**config.mk**
```make
export PLATFORM = sky130hd
export DESIGN_NAME = ws2811_frame_sequencer_flat
export DESIGN_NICKNAME = d
export VERILOG_FILES = /design/src/rtl/ws2811_frame_sequencer_if.sv /design/src/rtl/ws2811_frame_sequencer.sv /design/src/flat_wrapper.sv
export SDC_FILE = /design/constraint.sdc
export NUM_CORES = 1
export LEC_CHECK = 0
export ABC_CLOCK_PERIOD_IN_PS = 3400
export CORE_ASPECT_RATIO = 0.6
export CORE_MARGIN = 2
export CORE_UTILIZATION = 45
export CTS_CLUSTER_SIZE = 8
export DETAILED_ROUTE_END_ITERATION = 12
export HOLD_SLACK_MARGIN = 0.02
export PLACE_DENSITY = 0.7
export RECOVER_POWER = 100
export SLEW_MARGIN = 20
export SYNTH_ARGS = -nofsm -noshare
export SYNTH_HDL_FRONTEND = slang
export SYNTH_SLANG_ARGS = --single-unit
```
**constraint.sdc**
```tcl
create_clock -name CLK -period 3.4 [get_ports CLK]
set_input_delay 0.85 -clock CLK [delete_from_list [all_inputs] [get_ports CLK]]
set_output_delay 0.85 -clock CLK [all_outputs]
set_load 0.01 [all_outputs]
```
**src/rtl/ws2811_frame_sequencer_if.sv**
```systemverilog
// Pixel-memory read port and pixel-word handshake between the frame sequencer
// (master) and the memory / bit-encoder side (slave).
interface ws2811_frame_sequencer_if #(
    parameter int ADDR_W = 8
);
    logic [ADDR_W-1:0] mem_addr;
    logic              mem_rd;
    logic [23:0]       mem_data;
    logic [23:0]       pix_data;
    logic              pix_valid;
    logic              pix_ready;

    modport master (
        output mem_addr, mem_rd, pix_data, pix_valid,
        input  mem_data, pix_ready
    );

    modport slave (
        input  mem_addr, mem_rd, pix_data, pix_valid,
        output mem_data, pix_ready
    );
endinterface

```
**src/rtl/ws2811_frame_sequencer.sv**
```systemverilog
// Walks pixel memory once per frame, hands each GRB word to the bit encoder,
// then holds the WS2811 latch gap. Frames come from start or a periodic timer.
module ws2811_frame_sequencer #(
    parameter int NUM_PIXELS   = 50,
    parameter int ADDR_W       = 8,
    parameter int LATCH_CYCLES = 800,
    parameter int FRAME_PERIOD = 266_667
) (
    input  logic                            CLK,
    input  logic                            RST,
    input  logic                            start,
    input  logic                            auto_en,
    ws2811_frame_sequencer_if.master        bus,
    output logic                            busy,
    output logic                            frame_done
);
    localparam int IDX_W = (NUM_PIXELS > 1)   ? $clog2(NUM_PIXELS)   : 1;
    localparam int LAT_W = (LATCH_CYCLES > 1) ? $clog2(LATCH_CYCLES) : 1;
    localparam int FRM_W = (FRAME_PERIOD > 1) ? $clog2(FRAME_PERIOD) : 1;

    localparam logic [IDX_W-1:0] IDX_LAST = IDX_W'(NUM_PIXELS - 1);
    localparam logic [LAT_W-1:0] LAT_LOAD = LAT_W'(LATCH_CYCLES - 1);
    localparam logic [FRM_W-1:0] FRM_LAST = FRM_W'(FRAME_PERIOD - 1);

    typedef enum logic [2:0] {
        IDLE    = 3'd0,
        FETCH   = 3'd1,
        WAIT    = 3'd2,
        PRESENT = 3'd3,
        LATCH   = 3'd4
    } state_t;

    state_t            state;
    state_t            state_nxt;
    logic [IDX_W-1:0]  idx;
    logic [LAT_W-1:0]  lat_cnt;
    logic [FRM_W-1:0]  frm_cnt;
    logic              pending;
    logic [23:0]       pix_word;

    logic tick;
    logic req;
    logic trigger;
    logic handshake;
    logic last_pix;
    logic lat_zero;

    assign tick      = (frm_cnt == FRM_LAST);
    assign req       = start | (tick & auto_en);
    // A request seen while busy is parked in pending and picked up from IDLE.
    assign trigger   = req | pending;
    assign handshake = (state == PRESENT) & bus.pix_ready;
    assign last_pix  = (idx == IDX_LAST);
    assign lat_zero  = (lat_cnt == '0);

    always_ff @(posedge CLK) begin
        if (RST) state <= IDLE;
        else     state <= state_nxt;
    end

    always_comb begin
        state_nxt = state;
        case (state)
            IDLE:    if (trigger) state_nxt = FETCH;
            FETCH:   state_nxt = WAIT;
            WAIT:    state_nxt = PRESENT;
            PRESENT: if (handshake) state_nxt = last_pix ? LATCH : FETCH;
            LATCH:   if (lat_zero) state_nxt = IDLE;
            default: state_nxt = IDLE;
        endcase
    end

    always_comb begin
        busy          = (state != IDLE);
        bus.mem_rd    = (state == FETCH);
        bus.mem_addr  = ADDR_W'(idx);
        bus.pix_valid = (state == PRESENT);
        bus.pix_data  = pix_word;
        frame_done    = (state == LATCH) & lat_zero;
    end

    always_ff @(posedge CLK) begin
        if (RST) begin
            idx      <= '0;
            lat_cnt  <= '0;
            frm_cnt  <= '0;
            pending  <= 1'b0;
            pix_word <= '0;
        end else begin
            frm_cnt <= tick ? '0 : frm_cnt + 1'b1;

            // IDLE always consumes pending, so clearing it there is the same
            // as clearing it on the trigger that leaves IDLE.
            if (state == IDLE)  pending <= 1'b0;
            else if (req)       pending <= 1'b1;

            case (state)
                IDLE:    if (trigger) idx <= '0;
                WAIT:    pix_word <= bus.mem_data;
                PRESENT: begin
                    if (handshake) begin
                        if (last_pix) lat_cnt <= LAT_LOAD;
                        else          idx     <= idx + 1'b1;
                    end
                end
                LATCH:   if (!lat_zero) lat_cnt <= lat_cnt - 1'b1;
                default: ;
            endcase
        end
    end
endmodule

```
**src/flat_wrapper.sv**
```systemverilog
// flat-port wrapper written by rule: the top's interface ports become plain ports
module ws2811_frame_sequencer_flat 
#(
    parameter int NUM_PIXELS   = 50,
    parameter int ADDR_W       = 8,
    parameter int LATCH_CYCLES = 800,
    parameter int FRAME_PERIOD = 266_667
)
  (CLK, RST, start, auto_en, busy, frame_done, bus_mem_addr, bus_mem_rd, bus_pix_data, bus_pix_valid, bus_mem_data, bus_pix_ready);
  ws2811_frame_sequencer_if #(.ADDR_W(ADDR_W)) bus_i ();
  input  logic CLK;
  input  logic RST;
  input  logic start;
  input  logic auto_en;
  output logic busy;
  output logic frame_done;
  output wire logic [$bits(bus_i.mem_addr)-1:0] bus_mem_addr;
  output wire logic [$bits(bus_i.mem_rd)-1:0] bus_mem_rd;
  output wire logic [$bits(bus_i.pix_data)-1:0] bus_pix_data;
  output wire logic [$bits(bus_i.pix_valid)-1:0] bus_pix_valid;
  input wire logic [$bits(bus_i.mem_data)-1:0] bus_mem_data;
  input wire logic [$bits(bus_i.pix_ready)-1:0] bus_pix_ready;
  assign bus_mem_addr = bus_i.mem_addr;
  assign bus_mem_rd = bus_i.mem_rd;
  assign bus_pix_data = bus_i.pix_data;
  assign bus_pix_valid = bus_i.pix_valid;
  assign bus_i.mem_data = bus_mem_data;
  assign bus_i.pix_ready = bus_pix_ready;
  ws2811_frame_sequencer #(.NUM_PIXELS(NUM_PIXELS), .ADDR_W(ADDR_W), .LATCH_CYCLES(LATCH_CYCLES), .FRAME_PERIOD(FRAME_PERIOD)) u_core (.CLK(CLK), .RST(RST), .start(start), .auto_en(auto_en), .bus(bus_i), .busy(busy), .frame_done(frame_done));
endmodule
```
# After elaboration in Yosys (flattened, before gate mapping)
# Index checks and enable logic that the tools add are counted.
[classes] n_addsub=3 n_eq_ne=12 n_mux=13 n_bitwise=5 reduce_logical=10
[ops] cell="two-way mux 10 bit" count=3
[ops] cell="one-hot mux 10 bit (2 select lines)" count=1
[ops] cell="adder 19 x 1 -> 19 bit, second input constant" count=1
[ops] cell="== test 19 bit, second input constant" count=1
[ops] cell="two-way mux 6 bit" count=3
[ops] cell="one-hot mux 3 bit (5 select lines)" count=1
[ops] cell="two-way mux 3 bit" count=4
[ops] cell="one-hot mux 6 bit (2 select lines)" count=1
[ops] cell="zero test 10 bit" count=1
[ops] cell="subtractor 10 x 1 -> 10 bit, second input constant" count=1
[ops] cell="inequality test 2 x 1 -> 1 bit, second input constant" count=4
[ops] cell="AND reduction 4 bit" count=2
[ops] cell="adder 6 x 1 -> 6 bit, second input constant" count=1
[ops] cell="== test 3 x 2 -> 1 bit, second input constant" count=2
[ops] cell="== test 6 bit, second input constant" count=1
[ops] cell="inequality test 2 bit, second input constant" count=2
[ops] cell="nonzero test 2 bit" count=2
[ops] cell="OR reduction 2 bit" count=2
[ops] cell="bitwise AND 1 bit" count=3
[ops] cell="== test 3 x 1 -> 1 bit, second input constant" count=1
[ops] cell="== test 3 bit, second input constant" count=1
[ops] cell="zero test 3 bit" count=1
[ops] cell="AND reduction 3 bit" count=1
[ops] cell="nonzero test 3 bit" count=1
[ops] cell="bitwise OR 1 bit" count=2
[word_totals] reg_bits=63 input_bits=29 wordCells=49

# Longest topological paths before layout
# Gate-level depths: netlist of the first run.
[depth] word_depth=6 mapped_depth=9

# Worst setup path after synthesis of the first run
# No wires, ideal clock.
[synth_timing] path_type="reg2out" from="reg u_core.lat_cnt[3]" to="out frame_done" arrival_time_ns=1.271 t_required_ns=2.550 slack_ns=1.279 stages_incl_launch_ff=3 path_buffers=0 path_cell_list="dfxtp_1 -> or3_2 -> nor4bb_1"
[synth_via] elab_chain_len=2
[synth_lines] element="start: declaration" line="ws2811_frame_sequencer.sv:36" text="logic [LAT_W-1:0] lat_cnt;"
[synth_lines] element="start signal: assignment" line="ws2811_frame_sequencer.sv:106" text="LATCH: if (!lat_zero) lat_cnt <= lat_cnt - 1'b1;"
[synth_lines] element="zero test 10 bit" line="ws2811_frame_sequencer.sv:54" text="assign lat_zero = (lat_cnt == '0);"
[synth_lines] element="bitwise AND 1 bit" line="ws2811_frame_sequencer.sv:79" text="frame_done = (state == LATCH) & lat_zero;"
[synth_lines] element="end: declaration" line="flat_wrapper.sv:16" text="output logic frame_done;"
# Every way passes these cells.

# Worst setup path after layout of the first run
[layout_timing] from="reg u_core.state[2]" to="out frame_done"
[layout_via] elab_chain_len=2
[layout_lines] element="start: declaration" line="ws2811_frame_sequencer.sv:33" text="state_t state;"
[layout_lines] element="start signal: assignment" line="ws2811_frame_sequencer.sv:58" text="else state <= state_nxt;"
[layout_lines] element="== test 3 bit" line="ws2811_frame_sequencer.sv:79"
[layout_lines] element="bitwise AND 1 bit" line="ws2811_frame_sequencer.sv:79"
# Every way passes these cells.

==> impl_metrics.csv, run 1 <==
group,metric,value,unit
die,fp.dieW,106,µm
detailed_routing,viasPerCell,5.05,
global_routing,grt_pass1_vias,2189,
timing,fin_crit,3.01,ns
global_routing,grtUsageTotal,0.194,
detailed_routing,route.detailed.drc,0,
critical_path,reg2reg_to,"u_core.frm_cnt[16]",
timing,max_freq,0.332,GHz
power,finalPower,1.61,mW
timing,maxSlewViolCount,39,
clock_network,clock_path_buffers,2,
finish,area_delta_synth_final,31.5,%
yosys,ys_seq_elements,63,
die,core,0.00606,mm²
clock_network,path_clk_slew,0.08,ns
critical_path,crit_type,"flop to output pin",
detailed_routing,wl_met1,3220,µm
timing,worst_hold_slack,0.451,ns
job,max_cap_violations,1,
worst_hold_path,whs_path_depth,2,
yosys,async_reset_ff_frac,0,
timing,worst_pin_slew,1.63,ns
finish,postLayoutCellArea,0.00366,mm²
power,power.internal,1.19,mW
detailed_routing,first_pass_iters,4,
detailed_routing,dr.max_layer_used,"met4",
die,die_area,0.00685,mm²
timing,finalCritPeriodShare,0.886,
die,rows,22,
placement,io_buffers,62,
yosys,seq_area_frac_synth,0.453,
finish,mostFrequentLayoutCells,"64 x nand2_1, 63 x dfxtp_1, 36 x dlygate4sd3_1",
worst_hold_path,hp-start,"u_core.bus.pix_data[7]",
critical_path,crit_path_end_kind,"output pin",
clock_network,cts_sinks,63,
critical_path,cp-start-kind,"flop",
critical_path,rrSetupSlack,1.30,ns
finish,final_core_util,0.605,
yosys,yosysTopAreaCell,"dfxtp_1",
detailed_routing,wirelength,6320,µm
timing,hold_violations,0,
clock_network,htree_levels,3,
yosys,ys.flop_type,"dfxtp_1",
finish,final_common_cell,"nand2_1",
die,chipHeight,64.9,µm
run_status,status,"finished with violations",
critical_path,arrival,2.16,ns
placement,post-dp-hpwl,4410,µm
clock_network,cts_root_buf,"clkbuf_8",
global_routing,grt_pass1_wl,10400,µm
power,power.share.sequential,0.485,
power,swShare,0.260,
die,initial_core_util,0.460,
clock_network,post_cts_buffers,0,
critical_path,critPathMaxFanout,11,
critical_path,reg2reg_from,"u_core.frm_cnt[1]",
yosys,synth_area,0.00278,mm²
placement,gp_congestion,0.856,
clock_network,cts_tree,"yes",
worst_hold_path,min_path_type,"flop to flop",
power,p_leak,1.38,nW
detailed_routing,routed-wl-met2,2610,µm
finish,n_antenna_cell,0,
critical_path,reg2reg_depth,6,
timing,relSlewSlack,-0.0846,
run_status,violations,"capacitance limit, slew limit",
power,peakVddDrop,234,µV
finish,fin_nets,434,
placement,placed_area,0.00346,mm²
power,power.switching,418,µW
timing,finalSetupTns,0,ns
yosys,synth_area_leaders,"dfxtp_1 45%, nand2_1 8.6%, xnor2_1 4.7%",
detailed_routing,route.met3.wl,418,µm
die,ios,65,
finish,drive_above_1_share,0.0668,
global_routing,grt_max_degree,39,
yosys,ys_warn_count,0,
clock_network,ctsResizeCount,0,
worst_hold_path,holdPathEnd,"u_core.bus.pix_data[7]",
detailed_routing,wl_per_cell,12.9,µm
timing,setup_violations,0,
timing,fin_worst_skew,0.0107,ns
clock_network,clk_latency,0.34,ns
critical_path,required,2.55,ns
clock_network,cts_inserted_buffers,9,
power,p_per_area,439,mW/mm²
detailed_routing,ant_nets,0,
global_routing,antenna_found_initial,0,
global_routing,grt.overflow.total,0,
detailed_routing,vias,2463,
clock_network,cts_hold_buf,0,
yosys,synth_edf_count,0,
power,clkPwrFrac,0.413,
timing,rsz0062_at_grt,"no",
yosys,synthCells,339,
detailed_routing,first_iter_violations,85,
yosys,synth.avg_cell_area,8.21,µm²
yosys,yosysTopAreaCellShare,0.453,
yosys,yosys.cell_types.count,44,
power,p_comb_frac,0.102,
-- final cells by class --
cell class              count  area (µm²)
well taps                  84         105
clock inverters             7        77.6
clock buffers               9         124
fillers                   570        2390
flip-flops and latches     63        1260
inverters                  13        48.8
multi-input cells         248        1410
repair buffers             64         632
-- metrics by stage --
stage,std cells,worst slack (ns)
after floorplan,340,1.28
after global routing,488,0.226
after CTS,488,0.363
final,488,0.386
after detailed placement,472,0.753
after global placement,472,0.725
-- worst max-delay path, cell delays in order (launching register included) --
cell and delay [ns]:
dfxtp_1 0.53, nor4b_2 0.35, nor4bb_1 0.35, clkdlybuf4s50_1 0.60
-- power by group through the flow --
stage	sequential (mW)	clock [mW]	combinational [mW]
2_1_floorplan	0.802	0	0.0725
3_3_place_gp	0.795	0	0.172
3_5_place_dp	0.797	0	0.173
4_1_cts	0.780	0.685	0.174
5_1_grt	0.782	0.724	0.180
6_report	0.779	0.663	0.163
-- sequential cells by signal, indices dropped and copies added, names as in the netlist --
| register | flops |
|---|---|
| u_core.bus.pix_data | 24 |
| u_core.frm_cnt | 19 |
| u_core.idx | 6 |
| u_core.lat_cnt | 10 |
| u_core.pending | 1 |
| u_core.state | 3 |
-- routing by layer --
| metal | vias up | track usage |
|---|---|---|
| li1 | 1270 | - |
| met1 | 1128 | 0.267 |
| met2 | 57 | 0.272 |
| met3 | 8 | 0.0744 |
| met4 | 0 | 0.0789 |
| met5 | - | 0 |
-- worst max-delay path by stage --
stage / from / endpoint
floorplan: u_core.lat_cnt[3] / frame_done
detailed placement: u_core.state[2] / frame_done
global placement: u_core.state[2] / frame_done
global route: u_core.state[2] / frame_done
finish: u_core.state[2] / frame_done
CTS: u_core.state[2] / frame_done
-- cells by family after synthesis --
logic type      share of synthesized area
simple gates                        0.293
flops                               0.453
mux                               0.00404
fa+ha+maj                          0.0270
xor+xnor                           0.0755
other cells                       0.00135
compound gates                      0.103
buf+inv                            0.0427
-- cell usage after synthesis, types with 2 or more instances --
master,instances
or2_2,2
nand2_1,64
xnor2_1,15
ha_1,6
inv_1,13
dfxtp_1,63
nor3_1,13
buf_2,2
xor2_1,9
nand3_1,13
o21ai_0,7
nand2b_1,2
nor4b_1,3
and4_1,2
a31oi_1,2
nand4_1,5
or3_1,3
a211oi_1,5
o311ai_0,3
buf_4,2
nor4_1,5
a21oi_1,26
clkbuf_1,12
and3_1,9
nor2_1,34
Note: power is estimated with default switching activity, not from simulation.
==> run 2, diff against run 1 <==
CTS_CLUSTER_DIAMETER = 80   (was default)
HOLD_SLACK_MARGIN = default   (was 0.02)
RECOVER_POWER = 25   (was 100)
==> impl_metrics.csv, run 2 (synthesis gave the netlist of run 1 again) <==
group,metric,value,unit
critical_path,arrival,2.16,ns
detailed_routing,first_pass_iters,4,
die,core,0.00606,mm²
power,p_per_area,441,mW/mm²
run_status,violations,"capacitance limit, slew limit",
placement,post-dp-hpwl,4410,µm
global_routing,grt.overflow.total,0,
power,power.share.sequential,0.483,
power,finalPower,1.61,mW
finish,area_delta_synth_final,31.5,%
critical_path,cp-start-kind,"flop",
detailed_routing,ant_nets,0,
detailed_routing,vias,2444,
critical_path,rrSetupSlack,1.27,ns
timing,hold_violations,0,
power,power.internal,1.20,mW
finish,nFillCells,570,
detailed_routing,first_iter_violations,78,
clock_network,htree_levels,3,
power,swShare,0.259,
detailed_routing,wl_per_cell,12.9,µm
clock_network,cts_root_buf,"clkbuf_8",
die,initial_core_util,0.460,
critical_path,required,2.55,ns
critical_path,startpoint,"u_core.state[2]",
die,ios,65,
global_routing,antenna_found_initial,0,
timing,worst_pin_slew,1.66,ns
finish,final_common_cell,"nand2_1",
timing,setup_violations,0,
timing,relSlewSlack,-0.104,
job,max_cap_violations,1,
timing,finalCritPeriodShare,0.886,
detailed_routing,viasPerCell,5.01,
placement,dp_cells,472,
timing,fin_crit,3.01,ns
critical_path,critPathMaxFanout,11,
detailed_routing,route.detailed.drc,0,
critical_path,reg2reg_depth,5,
worst_hold_path,whs_path_depth,2,
global_routing,grt_pass1_vias,2189,
finish,largest_reg_flops,24,
timing,max_freq,0.332,GHz
clock_network,path_clk_slew,0.08,ns
clock_network,ctsResizeCount,0,
power,power.switching,419,µW
die,chipHeight,64.9,µm
die,rows,22,
die,die_area,0.00685,mm²
critical_path,reg2reg_from,"u_core.frm_cnt[12]",
finish,n_antenna_cell,0,
timing,maxSlewViolCount,39,
power,clkPwrFrac,0.410,
finish,fin_nets,434,
finish,mostFrequentLayoutCells,"64 x nand2_1, 63 x dfxtp_1, 61 x clkdlybuf4s50_1",
clock_network,cts_sinks,63,
timing,finalSetupTns,0,ns
critical_path,crit_path_end_kind,"output pin",
power,peakVddDrop,234,µV
global_routing,grt_pass1_wl,10400,µm
timing,fin_worst_skew,0.0113,ns
clock_network,cts_inserted_buffers,9,
worst_hold_path,holdPathEnd,"u_core.bus.pix_data[7]",
run_status,status,"finished with violations",
detailed_routing,wirelength,6310,µm
clock_network,post_cts_buffers,0,
placement,gp_congestion,0.856,
power,p_comb_frac,0.106,
worst_hold_path,hp-start,"u_core.bus.pix_data[7]",
global_routing,grtUsageTotal,0.194,
critical_path,reg2reg_to,"u_core.frm_cnt[16]",
clock_network,clk_latency,0.34,ns
timing,rsz0062_at_grt,"no",
clock_network,cts_hold_buf,0,
placement,io_buffers,62,
die,fp.dieW,106,µm
clock_network,clock_path_buffers,2,
global_routing,grt_max_degree,39,
power,p_leak,1.28,nW
worst_hold_path,min_path_type,"flop to flop",
clock_network,cts_tree,"yes",
finish,drive_above_1_share,0.0668,
critical_path,crit_type,"flop to output pin",
finish,stdcell_count,488,
[run 2: critical path, cell delays in order (launching register included)]
cell	delay [ns]
dfxtp_1	0.52
nor4b_2	0.35
nor4bb_1	0.35
clkdlybuf4s50_1	0.60
[run 2: through the flow]
step / setup WS [ns] / utilization / hold WS [ns] / instance area (µm²)
floorplan: 1.28 / - / 0.443 / 2790
global placement: 0.725 / 0.572 / 0.440 / 3460
detailed placement: 0.753 / 0.572 / 0.448 / 3460
CTS: 0.363 / 0.605 / 0.458 / 3660
global route: 0.226 / 0.605 / 0.475 / 3660
finish: 0.389 / 0.605 / 0.455 / 3660
[run 2: power by group through the flow]
stage	logic (mW)	registers (mW)	clock network [mW]
global route	0.188	0.783	0.724
detailed placement	0.173	0.797	0
finish	0.172	0.780	0.662
floorplan	0.0725	0.802	0
CTS	0.174	0.780	0.685
global placement	0.172	0.795	0
[run 2: worst max path at each step]
stage                 endpoint  cells after the start  slack [ns]
finish              frame_done                      3        0.39
global route        frame_done                      3        0.23
CTS                 frame_done                      3        0.36
detailed placement  frame_done                      3        0.75
global placement    frame_done                      3        0.72
floorplan           frame_done                      2        1.28
[run 2: final cells by class]
| type | count | area (µm²) | share of cell area |
|---|---|---|---|
| inverters | 13 | 48.8 | 0.0133 |
| clock inverters | 7 | 77.6 | 0.0212 |
| flip-flops and latches | 63 | 1260 | 0.344 |
| multi-input cells | 248 | 1410 | 0.386 |
| well taps | 84 | 105 | 0.0287 |
| repair buffers | 64 | 632 | 0.173 |
| clock buffers | 9 | 124 | 0.0338 |
[run 2: routing by layer]
layer / global-route usage / routed length (µm)
met2: 0.272 / 2580
met3: 0.0744 / 403
met5: 0 / 0
met1: 0.267 / 3250
met4: 0.0789 / 73
==> run 3, diff against run 2 <==
CTS_CLUSTER_SIZE = 24   (was 8)
==> results of run 3 <==
No change in the layout: final DEF, timing and power equal those of run 2.
